## config.mk

```make
export PLATFORM = sky130hd
export DESIGN_NAME = rx_frame_sequencer
export DESIGN_NICKNAME = d
export VERILOG_FILES = /design/src/rtl/rx_frame_sequencer.sv
export SDC_FILE = /design/constraint.sdc
export NUM_CORES = 1
export LEC_CHECK = 0
export ABC_AREA = 1
export BUFFER_PORTS_ARGS = -buffer_cell sky130_fd_sc_hd__buf_2
export CAP_MARGIN = 20
export CORE_ASPECT_RATIO = 0.7
export CORE_MARGIN = 5
export CORE_UTILIZATION = 40
export DETAILED_ROUTE_END_ITERATION = 8
export GPL_TIMING_DRIVEN = 1
export MAX_ROUTING_LAYER = met4
export PLACE_DENSITY = 0.58
export SLEW_MARGIN = 25
export SYNTH_ARGS = -nofsm -noshare
export SYNTH_HDL_FRONTEND = slang
export SYNTH_SLANG_ARGS = --single-unit
```

## constraint.sdc

```tcl
create_clock -name clk -period 6.6 [get_ports clk]
set_clock_uncertainty 0.05 [all_clocks]
set_input_delay 1.32 -clock clk [delete_from_list [all_inputs] [get_ports clk]]
set_output_delay 1.32 -clock clk [all_outputs]
set_load 0.005 [all_outputs]
```

## src/rtl/rx_frame_sequencer.sv

```systemverilog
// rtl/rx_frame_sequencer.sv - RX header byte sequencer with one accept/drop verdict per frame
module rx_frame_sequencer #(
    parameter logic [15:0] TFTP_PORT = 16'd69,
    parameter logic [7:0]  HDR_LAST  = 8'd41
) (
    input  logic        clk,
    input  logic        reset,
    input  logic        rx_valid,
    input  logic        rx_sof,
    input  logic        rx_eof,
    input  logic        rx_err,
    input  logic [7:0]  rx_data,
    input  logic [15:0] sess_port,
    output logic [7:0]  cnt,
    output logic        hdr_en,
    output logic        vld_o,
    input  logic        rdy_i,
    output logic        ok_o,
    output logic [2:0]  reason_o,
    output logic [15:0] dst_port_o,
    output logic [7:0]  overrun_o
);

    localparam logic [2:0] R_OK      = 3'd0;
    localparam logic [2:0] R_ETYPE   = 3'd1;
    localparam logic [2:0] R_IPHDR   = 3'd2;
    localparam logic [2:0] R_PROTO   = 3'd3;
    localparam logic [2:0] R_PORT    = 3'd4;
    localparam logic [2:0] R_SHORT   = 3'd5;
    localparam logic [2:0] R_ERR     = 3'd6;
    localparam logic [2:0] R_RESTART = 3'd7;

    typedef enum logic [1:0] {IDLE, HDR, BODY, DISCARD} state_t;

    state_t      state, state_nx, frame_st;
    logic [7:0]  idx, idx_nx;
    logic [2:0]  lreason, lreason_nx;
    logic [7:0]  port_hi, port_hi_nx;
    logic [15:0] port, port_nx;
    logic        gen;
    logic [2:0]  gen_reason;
    logic [15:0] gen_dst;
    logic        fail;
    logic [2:0]  fail_reason;
    logic [15:0] rx_port;
    logic        port_ok;

    // idx holds the index of the next byte; the sof byte is always index 0
    assign cnt     = (rx_valid && rx_sof) ? 8'd0 : idx;
    assign hdr_en  = rx_valid && ((state != IDLE) || rx_sof) && (cnt <= HDR_LAST);
    assign rx_port = {port_hi, rx_data};
    assign port_ok = (rx_port == TFTP_PORT) || ((sess_port != 16'd0) && (rx_port == sess_port));

    always_ff @(posedge clk) begin
        if (reset) begin
            state   <= IDLE;
            idx     <= 8'd0;
            lreason <= R_OK;
            port_hi <= 8'd0;
            port    <= 16'd0;
        end else begin
            state   <= state_nx;
            idx     <= idx_nx;
            lreason <= lreason_nx;
            port_hi <= port_hi_nx;
            port    <= port_nx;
        end
    end

    always_comb begin
        state_nx    = state;
        idx_nx      = idx;
        lreason_nx  = lreason;
        port_hi_nx  = port_hi;
        port_nx     = port;
        gen         = 1'b0;
        gen_reason  = R_OK;
        gen_dst     = port;
        frame_st    = state;
        fail        = 1'b0;
        fail_reason = R_OK;
        if (rx_valid && rx_sof) begin
            if (state != IDLE) begin
                gen        = 1'b1;
                gen_reason = R_RESTART;
            end
            frame_st   = HDR;
            port_hi_nx = 8'd0;
            port_nx    = 16'd0;
        end
        if (rx_valid && (frame_st != IDLE)) begin
            if (cnt == 8'd36) port_hi_nx = rx_data;
            if (cnt == 8'd37) port_nx = rx_port;
            if (frame_st == HDR) begin
                case (cnt)
                    8'd12:   if (rx_data != 8'h08) begin fail = 1'b1; fail_reason = R_ETYPE; end
                    8'd13:   if (rx_data != 8'h00) begin fail = 1'b1; fail_reason = R_ETYPE; end
                    8'd14:   if (rx_data != 8'h45) begin fail = 1'b1; fail_reason = R_IPHDR; end
                    8'd23:   if (rx_data != 8'h11) begin fail = 1'b1; fail_reason = R_PROTO; end
                    8'd37:   if (!port_ok)         begin fail = 1'b1; fail_reason = R_PORT;  end
                    default: ;
                endcase
            end
            // a one-byte frame starting over a live one only reports the restart
            if (rx_sof && rx_eof && (state != IDLE)) begin
                state_nx = IDLE;
                idx_nx   = 8'd0;
            end else if (rx_eof) begin
                gen      = 1'b1;
                gen_dst  = port_nx;
                state_nx = IDLE;
                idx_nx   = 8'd0;
                case (frame_st)
                    HDR:     gen_reason = fail ? fail_reason : R_SHORT;
                    DISCARD: gen_reason = lreason;
                    default: gen_reason = R_OK;
                endcase
                if (rx_err) gen_reason = R_ERR;
            end else begin
                idx_nx   = (cnt == 8'hFF) ? 8'hFF : cnt + 8'd1;
                state_nx = frame_st;
                if (frame_st == HDR) begin
                    if (fail) begin
                        state_nx   = DISCARD;
                        lreason_nx = fail_reason;
                    end else if (cnt == HDR_LAST) begin
                        state_nx = BODY;
                    end
                end
            end
        end
    end

    always_ff @(posedge clk) begin
        if (reset) begin
            vld_o      <= 1'b0;
            ok_o       <= 1'b0;
            reason_o   <= R_OK;
            dst_port_o <= 16'd0;
            overrun_o  <= 8'd0;
        end else if (gen) begin
            if (!vld_o || rdy_i) begin
                vld_o      <= 1'b1;
                ok_o       <= (gen_reason == R_OK);
                reason_o   <= gen_reason;
                dst_port_o <= gen_dst;
            end else if (overrun_o != 8'hFF) begin
                overrun_o <= overrun_o + 8'd1;
            end
        end else if (vld_o && rdy_i) begin
            vld_o <= 1'b0;
        end
    end

endmodule

```

==> flow_summary_export.csv, run 1 <==
group,metric,value,unit
logic_synthesis,synth_edf_count,0,
layout,antenna_cells,0,
sta,hold_viol,0,
worst_setup_path,startpoint,"rx_sof",
logic_synthesis,syn_nets,642,
worst_setup_path,ff2ff_path_depth,14,
pwr,total_power,1.04,mW
worst_setup_path,crit_end,"hdr_en",
clock_network,worstSkewPairLatency,330,ps
layout,seqCellArea,1320,µm²
worst_setup_path,slowest_delay,300,ps
floorplan,ios,69,
worst_setup_path,endpoint_kind,"output pin",
logic_synthesis,ys.flop_type,"dfxtp_1",
sta,whs,398,ps
sta,tightest_slew,831,ps
sta,fmax,224,MHz
logic_synthesis,ys_seq_elements,66,
clock_network,ctsHtreeMaxLevel,3,
sta,slew_viol_final,0,
clock_network,cts_made_buffers,9,
worst_setup_path,worstReg2RegStart,"state[0]$_SDFFE_PP0P_",
grt,grt-busiest-layer,"met2",
clock_network,hold_buffers,0,
logic_synthesis,synth_area,3870,µm²
sta,fin_crit_sh,67.6,%
worst_setup_path,cp-start-kind,"input pin",
grt,overflow,0,
worst_setup_path,r2r-end,"ok_o$_SDFFE_PP0P_",
floorplan,core-area,9570,µm²
worst_setup_path,rrSetupSlack,3700,ps
logic_synthesis,synth_seq_area_share,34.2,%
drt,ant_nets,0,
grt,grtUsageTotal,20.0,%
worst_setup_path,crit_slowest_cell,"nand2_4",
layout,fill_cells,1004,
layout,utilization,47.9,%
sta,maxSlewHeadroom,44.6,%
logic_synthesis,synthArstFlopShare,0,%
drt,vias_per_cell,5.06,
clock_network,clock-sinks,66,
drt,wl,11100,µm
grt,grt_pass1_vias,3725,
place,placed_area,4280,µm²
grt,use_met3,5.59,%
worst_setup_path,critical_path_required,5230,ps
worst_setup_path,crit_type,"input pin to output pin",
pwr,power_density,227,nW/µm²
worst_setup_path,cpLargestDelayFamily,"simple AND/OR/NAND/NOR gates",
clock_network,cts_buffer_depth,2,
grt,antenna_found_initial,0,
logic_synthesis,yosysUniqueCellTypes,39,
place,dp_hpwl,8060,µm
grt,use_met2,29.5,%
logic_synthesis,syn_area_per_cell,6.39,µm²
sta,rsz0062_at_grt,"no",
clock_network,cts_tree,"built",
sta,setup_tns,0,ps
pwr,ir_drop,0.000126,V
min_path,hold_class,"flop to flop",
sta,setup_viol,0,
layout,areaGrowthSynthToFinish,18.6,%
floorplan,rows,30,
worst_setup_path,path_max_fanout,27,
layout,fin_nets,699,
drt,post-route-drc-count,0,
floorplan,dieArea,11800,µm²
logic_synthesis,ys.warnings.count,0,
worst_setup_path,path_depth,11,
layout,final_layout_size_suffix_gt1_share,17.7,%
worst_setup_path,cp_cell_sequence,"buf_2 -> nand2_4 -> inv_1 -> nor2_1 -> inv_1 -> ha_1 -> nand2_1 -> nand2_1 -> nand3_1 -> a21oi_1 -> buf_2",
floorplan,initial_utilization,40.4,%
clock_network,clock_tree.root_cell,"clkbuf_16",
grt,grt_pass1_wl,18400,µm
run_status,outcome,"complete, no violations",
place,portBuffers,68,
floorplan,die_h,92.3,µm
flow_run,cap_violations,0,
floorplan,die_w,128,µm
sta,finalCriticalPeriod,4460,ps
logic_synthesis,synthCells,605,
layout,final_area,4590,µm²
pwr,power_leakage,2.18,nW
grt,grt_max_degree,39,
worst_setup_path,critPathArrivalTime,3090,ps
grt,grt_use_met1,27.3,%
drt,wire_per_inst,14.0,µm
drt,drt-initial-drc-count,324,
layout,multiInputGateArea,2110,µm²
clock_network,post_cts_buffers,0,
drt,drtPass1Iterations,5,
clock_network,cts_resized,0,
drt,dr_total_vias,4026,
place,globalplace.congestion,0.866,
clock_network,clkTransAtPathRegs,50,ps
worst_setup_path,path_buf_inv,4,
[kinds of logic after synthesis]
group,share of synthesized area (%)
xor gates and xnor gates,2.26
adders and majority gates,1.94
AOI/OAI and AO/OA,20.8
DFF,34.2
and+or+nand+nor,29.6
buffers and inverters,11.2
[layer usage]
metal  up-vias  wire length [µm]
met1      1868              5620
met4         0               129
met5         -                 0
met2       103              4760
li1       2045                 -
met3        10               629
[registers in the layout, summed over array words and instances (netlist names)]
| signal | cells |
|---|---|
| dst_port_o | 16 |
| port | 16 |
| idx | 8 |
| overrun_o | 8 |
| port_hi | 8 |
| lreason | 3 |
| reason_o | 3 |
| state | 2 |
| ok_o | 1 |
| vld_o | 1 |
[where the power goes]
group	total (mW)	internal, mW	switching (mW)
sequential	0.430	0.418	0.0119
clock	0.488	0.311	0.177
combinational	0.125	0.0432	0.0821
total	1.04	0.772	0.271
[worst min path at each step]
stage	cells past startpoint	to	startpoint	slack, ps
floorplan	2	lreason[1]$_SDFFE_PP0P_	lreason[1]$_SDFFE_PP0P_	370
global placement	2	lreason[1]$_SDFFE_PP0P_	lreason[1]$_SDFFE_PP0P_	390
detailed placement	2	lreason[1]$_SDFFE_PP0P_	lreason[1]$_SDFFE_PP0P_	400
CTS	2	lreason[1]$_SDFFE_PP0P_	lreason[1]$_SDFFE_PP0P_	400
global route	2	lreason[1]$_SDFFE_PP0P_	lreason[1]$_SDFFE_PP0P_	420
finish	2	lreason[1]$_SDFFE_PP0P_	lreason[1]$_SDFFE_PP0P_	400
[through the flow]
| stage | setup WS (ps) | std cells |
|---|---|---|
| 5_1_grt | 1980 | 795 |
| 3_5_place_dp | 2150 | 779 |
| 2_1_floorplan | 2600 | 605 |
| 6_report | 2140 | 795 |
| 4_1_cts | 2140 | 795 |
| 3_3_place_gp | 2250 | 779 |
[layout by cell type, fill, tap and decap left out, drive strengths merged, types with 4 or more instances in the layout]
cell,netlist,final
a21oi,55,55
buf,7,68
clkbuf,15,11
dfxtp,66,66
ha,6,6
inv,91,91
nand2,123,123
nand3,30,30
nor2,95,95
o21ai,86,86
xnor2,6,6
xor2,4,4
[cell type report]
| type | instances | area share (%) |
|---|---|---|
| Clock buffer | 11 | 5.51 |
| Clock inverter | 5 | 1.15 |
| Sequential cell | 66 | 28.8 |
| Tap cell | 128 | 3.49 |
| Timing Repair Buffer | 68 | 7.42 |
| Multi-Input combinational cell | 426 | 46.1 |
| Inverter | 91 | 7.56 |
[cell usage after synthesis, drive strengths merged (2+ instances only)]
cell type  instances  area [µm²]
xnor2              6        52.6
dfxtp             66        1320
clkbuf            15        56.3
o21ai             86         445
a21oi             55         275
ha                 6        75.1
nand2            123         512
a211oi             2        15.0
nor2              95         403
nand3             30         155
inv               91         347
nand4              3        18.8
buf                7        31.3
nor3               3        20.0
o31ai              2        15.0
xor2               4        35.0
a31oi              2        12.5
[tightest hold or removal path: stages, from the launching register on]
cell     delay [ps]
dfxtp_1         290
inv_1            50
a21oi_1          50
Power figures use the tool's default switching activity.
==> inputs of run 2 (changes only) <==
Settings changed: ABC_AREA 1 to 0, PLACE_DENSITY 0.58 to 0.61.
Clock period 6.6 ns to 3.6 ns, I/O delays scaled along.
==> run 2 against run 1 <==
Net effect: total power increased by 78%; flip-flop and latch count unchanged; sequential share of layout area increased by 2.7 points; critical path depth decreased by 1; critical endpoint unchanged; largest cell class unchanged; register-to-register slack got worse by 2500 ps; via count decreased by 17%; synthesized area decreased by 10%; non-clock buffer count increased by 7; global-route usage decreased by 0.54 points; critical path type unchanged.
==> flow_summary_export.csv, run 2 <==
group,metric,value,unit
run_status,outcome,"complete, no violations",
place,dp_hpwl,7140,µm
layout,multiInputGateArea,1990,µm²
sta,setup_tns,0,ps
layout,utilization,49.5,%
pwr,p_int,1.41,mW
pwr,p_seq_share,40.9,%
sta,fmax,315,MHz
drt,drt-initial-drc-count,217,
layout,fill_cells,852,
logic_synthesis,synth_common_cells,"dfxtp_1 (66), nor2_1 (61), a22oi_1 (34), nand2_1 (34), a21oi_1 (26)",
logic_synthesis,synthCells,418,
worst_setup_path,cp_cell_sequence,"buf_2 -> nand2_1 -> nand2_1 -> inv_1 -> ha_1 -> nand3_1 -> a21oi_1 -> a21oi_1 -> nor2_1 -> buf_2",
sta,tightest_slew,671,ps
clock_network,ctsHtreeMaxLevel,3,
grt,grtUsageTotal,19.5,%
sta,finalWorstSetupSlack,427,ps
sta,slew_viol_final,0,
clock_network,cts_resized,0,
floorplan,die_h,88.0,µm
logic_synthesis,synth_edf_count,0,
worst_setup_path,ff2ff_path_depth,9,
worst_setup_path,r2r-end,"lreason[1]$_SDFFE_PP0P_",
clock_network,hold_buffers,0,
floorplan,die_w,121,µm
pwr,ir_drop,0.000200,V
logic_synthesis,yosysUniqueCellTypes,58,
floorplan,ios,69,
drt,drtPass1Iterations,5,
flow_run,cap_violations,0,
clock_network,clock_tree.root_cell,"clkbuf_16",
grt,antenna_found_initial,0,
clock_network,post_cts_buffers,0,
clock_network,clkTransAtPathRegs,50,ps
min_path,min_to,"lreason[0]$_SDFFE_PP0P_",
logic_synthesis,synth_seq_area_share,38.0,%
logic_synthesis,yosys.area.top_type,"dfxtp_1",
grt,grt_max_degree,39,
layout,areaGrowthSynthToFinish,20.8,%
worst_setup_path,endpoint_kind,"output pin",
layout,antenna_cells,0,
clock_network,cts_buffer_depth,2,
logic_synthesis,post-synth-top-count-cell,"dfxtp_1",
worst_setup_path,worstReg2RegStart,"idx[0]$_SDFFE_PP0P_",
pwr,comb_power_share,8.5,%
floorplan,initial_utilization,41.0,%
grt,overflow,0,
worst_setup_path,path_max_fanout,9,
drt,post-route-drc-count,0,
drt,vias_per_cell,5.56,
pwr,p_clk_share,50.6,%
min_path,whs_path_depth,2,
drt,dr_total_vias,3341,
sta,setup_viol,0,
grt,grt_pass1_wl,15900,µm
worst_setup_path,rrSetupSlack,1190,ps
worst_setup_path,crit_slowest_cell,"ha_1",
logic_synthesis,synth_area,3480,µm²
sta,maxSlewHeadroom,55.0,%
clock_network,clock-sinks,66,
layout,seqCellArea,1320,µm²
worst_setup_path,cp-start-kind,"input pin",
logic_synthesis,ys.warnings.count,0,
logic_synthesis,synthArstFlopShare,0,%
pwr,p_switching,0.439,mW
sta,fin_crit_sh,88.1,%
layout,fin_nets,513,
worst_setup_path,critical_path_required,2830,ps
worst_setup_path,crit_type,"input pin to output pin",
worst_setup_path,critPathArrivalTime,2400,ps
layout,top_regs,"dst_port_o (16), port (16)",
drt,wire_per_inst,16.6,µm
logic_synthesis,ys.flop_type,"dfxtp_1",
place,dpl_worst_slack,382,ps
floorplan,rows,28,
drt,wl,9960,µm
pwr,power_leakage,1.62,nW
logic_synthesis,synth_area_leaders,"dfxtp_1 (38%), a22oi_1 (7.3%), nor2_1 (6.6%)",
clock_network,cts_tree,"built",
logic_synthesis,syn_nets,455,
floorplan,dieArea,10700,µm²
pwr,total_power,1.85,mW
layout,final_area,4200,µm²
clock_network,cts_made_buffers,9,
pwr,power_density,441,nW/µm²
layout,layout_common_cells,"buf_2 (68), dfxtp_1 (66), nor2_1 (61)",
logic_synthesis,ys_seq_elements,66,
layout,final_common_cell,"buf_2",
pwr,sw_frac_of_total,23.7,%
layout,final_layout_size_suffix_gt1_share,22.9,%
min_path,worstHoldStart,"lreason[0]$_SDFFE_PP0P_",
sta,finalCriticalPeriod,3170,ps
grt,grt_pass1_vias,3122,
worst_setup_path,slowest_delay,310,ps
min_path,hold_class,"flop to flop",
logic_synthesis,synth_top_cell_area_share,38.0,%
floorplan,core-area,8480,µm²
sta,hold_viol,0,
place,globalplace.congestion,0.893,
place,portBuffers,68,
sta,rsz0062_at_grt,"no",
logic_synthesis,syn_area_per_cell,8.32,µm²
clock_network,worstSkewPairLatency,330,ps
place,placed_area,3880,µm²
drt,ant_nets,0,
## run 2: cell count changes after synthesis, sizes merged, moves of 5 or more
cell	before	now
nand2	123	34
inv	91	8
o21ai	86	11
a22oi	0	34
nor2	95	61
a21oi	55	27
a211oi	2	20
nand3	30	18
nand4	3	12
nor4	1	10
xor2	4	12
and3	1	7
nor3	3	8
## run 2: layout make-up
type	count	area share [%]
clock buffer	10	5.45
clock inverter	6	2.15
inverter	8	0.715
multi-input combinational	316	47.3
sequential	66	31.5
tap	120	3.58
timing repair buffer	75	9.36
## run 2: cells by family after synthesis
family                     synth area share (%)
AOI/OAI and AO/OA                          24.3
xor gates and xnor gates                   5.54
adders and majority gates                  2.16
buffers and inverters                      4.93
DFF                                        38.0
muxes                                     0.576
and+or+nand+nor                            24.5
## run 2: worst max-delay path, delay by kind of cell
family	cells	cell delay, ps
adders and majority gates	1	310
and+or+nand+nor	4	680
AOI/OAI and AO/OA	2	240
buffers and inverters	3	450
## run 2: power groups by stage
stage | Combinational [mW] | Sequential (mW) | Clock, mW
after global placement | 0.156 | 0.773 | 0
after global routing | 0.173 | 0.760 | 0.990
after detailed placement | 0.157 | 0.774 | 0
final | 0.158 | 0.758 | 0.938
after CTS | 0.158 | 0.758 | 0.954
after floorplan | 0.0913 | 0.774 | 0
## run 2: worst max path at each step
stage | startpoint | endpoint | slack (ps) | cells past startpoint
global route | rx_sof | hdr_en | 280 | 10
CTS | rx_sof | hdr_en | 470 | 10
finish | rx_sof | hdr_en | 430 | 10
detailed placement | rx_sof | lreason[1]$_SDFFE_PP0P_ | 380 | 11
global placement | rx_sof | lreason[1]$_SDFFE_PP0P_ | 520 | 11
floorplan | rx_valid | dst_port_o[0]$_SDFFE_PP0P_ | 640 | 11
## run 2: per-stage QoR
step                instances  hold WS (ps)
finish                    601           411
global route              601           440
CTS                       601           411
detailed placement        585           404
global placement          585           397
floorplan                 418           387
## run 2: layer usage
layer | share of wire, % | global-route usage (%) | up-vias
li1 | - | - | 1647
met1 | 51 | 27.7 | 1556
met2 | 42 | 27.1 | 123
met3 | 5.8 | 4.33 | 15
met4 | 1.5 | 6.61 | 0
met5 | 0 | - | -
==> inputs of run 3 (changes only) <==
Settings changed: CTS_BUF_LIST set to sky130_fd_sc_hd__clkbuf_2 sky130_fd_sc_hd__clkbuf_4 sky130_fd_sc_hd__clkbuf_8.
==> run 3 against run 2 <==
Net effect: clock power is 26% lower; first-iteration DRC count is 24% higher; total power is 13% lower; routed wire length is 1.1% lower; sequential share of layout area is 0.75 points higher; highest routed layer unchanged; sequential power hardly changed.
==> flow_summary_export.csv, run 3 (synthesis results as in run 2) <==
group,metric,value,unit
run_status,outcome,"complete, no violations",
layout,areaGrowthSynthToFinish,18.0,%
layout,top_regs,"dst_port_o (16), port (16)",
floorplan,ios,69,
sta,maxSlewHeadroom,54.5,%
clock_network,cts_buffer_depth,2,
drt,ant_nets,0,
place,place_inst,585,
worst_setup_path,cp_cell_sequence,"buf_2 -> nand2_1 -> nand2_1 -> inv_1 -> ha_1 -> nand3_1 -> a21oi_1 -> a21oi_1 -> nor2_1 -> buf_2",
grt,grt_pass1_wl,15800,µm
pwr,power_density,393,nW/µm²
drt,drtPass1Iterations,6,
grt,grt-busiest-layer,"met1",
grt,grtUsageTotal,19.2,%
floorplan,dieArea,10700,µm²
drt,vias_per_cell,5.58,
drt,wire_per_inst,16.4,µm
clock_network,hold_buffers,0,
worst_setup_path,critPathArrivalTime,2380,ps
sta,slew_viol_final,0,
sta,whs,409,ps
clock_network,ctsHtreeMaxLevel,3,
clock_network,clock_tree.root_cell,"clkbuf_8",
grt,grt_pass1_vias,3116,
layout,final_common_cell,"buf_2",
floorplan,die_w,121,µm
sta,rsz0062_at_grt,"no",
clock_network,clkTransAtPathRegs,70,ps
worst_setup_path,path_max_fanout,9,
grt,antenna_found_initial,0,
clock_network,cts_tree,"built",
layout,antenna_cells,0,
sta,hold_viol,0,
layout,fin_nets,513,
grt,use_met2,26.4,%
flow_run,cap_violations,0,
worst_setup_path,crit_slowest_cell,"ha_1",
sta,finalCriticalPeriod,3150,ps
worst_setup_path,path_buf_inv,3,
min_path,hold_class,"flop to flop",
clock_network,cts_made_buffers,9,
worst_setup_path,critical_path_required,2830,ps
sta,setup_viol,0,
place,portBuffers,68,
clock_network,post_cts_buffers,0,
drt,drt-initial-drc-count,270,
clock_network,cts_resized,0,
worst_setup_path,cp-start-kind,"input pin",
clock_network,clock-sinks,66,
floorplan,die_h,88.0,µm
worst_setup_path,crit_type,"input pin to output pin",
place,globalplace.congestion,0.893,
sta,tightest_slew,683,ps
drt,dr_total_vias,3356,
worst_setup_path,cpLargestDelayFamily,"simple AND/OR/NAND/NOR gates",
grt,use_met3,4.33,%
floorplan,core-area,8480,µm²
grt,grt_use_met1,27.7,%
pwr,ir_drop,0.000145,V
clock_network,worstSkewPairLatency,340,ps
pwr,power_leakage,1.58,nW
sta,setup_tns,0,ps
worst_setup_path,slowest_delay,310,ps
layout,final_layout_size_suffix_gt1_share,23.1,%
pwr,total_power,1.61,mW
drt,post-route-drc-count,0,
floorplan,initial_utilization,41.0,%
floorplan,rows,28,
sta,fin_crit_sh,87.6,%
place,dp_hpwl,7140,µm
sta,fmax,317,MHz
grt,grt_max_degree,39,
worst_setup_path,endpoint_kind,"output pin",
layout,layout_common_cells,"buf_2 (68), dfxtp_1 (66), nor2_1 (61)",
layout,final_cell_count_no_fill,601,
grt,overflow,0,
drt,wl,9850,µm
run 3: final timing paths:
kind	slack (ps)	end	from	cells after the start
max	450	hdr_en	rx_sof	10
min	410	lreason[0]$_SDFFE_PP0P_	lreason[0]$_SDFFE_PP0P_	2
max reg2reg	1200	lreason[1]$_SDFFE_PP0P_	idx[0]$_SDFFE_PP0P_	9
min reg2reg	410	lreason[0]$_SDFFE_PP0P_	lreason[0]$_SDFFE_PP0P_	2
run 3: stage by stage:
stage / util, % / area, µm² / setup WS (ps)
6_report: 48.4 / 4100 / 447
5_1_grt: 48.4 / 4100 / 283
4_1_cts: 48.4 / 4100 / 470
3_5_place_dp: 45.8 / 3880 / 382
3_3_place_gp: 45.8 / 3880 / 518
2_1_floorplan: - / 3480 / 636
run 3: worst register-to-register path, stage by stage, from the launching register on:
cell and delay [ps]:
dfxtp_1 340, nand2_1 140, inv_1 110, ha_1 300
and4_2 230, a32oi_1 320, nand2_1 170, o211ai_1 390
or2_1 160, a21oi_1 50
run 3: area by class of cell:
type | instances | area [µm²]
clock inverters | 6 | 90.1
well taps | 120 | 150
fillers | 864 | 4380
multi-input cells | 316 | 1990
inverters | 8 | 30.0
clock buffers | 10 | 131
flip-flops and latches | 66 | 1320
repair buffers | 75 | 393
run 3: layer usage:
layer | wire, µm | up-vias
li1 | - | 1641
met1 | 5110 | 1591
met2 | 4060 | 109
met3 | 518 | 15
met4 | 162 | 0
met5 | 0 | -
run 3: where the power goes:
part / internal (mW) / switching [mW]
clock network: 0.400 / 0.297
registers: 0.746 / 0.00992
logic: 0.0588 / 0.0991
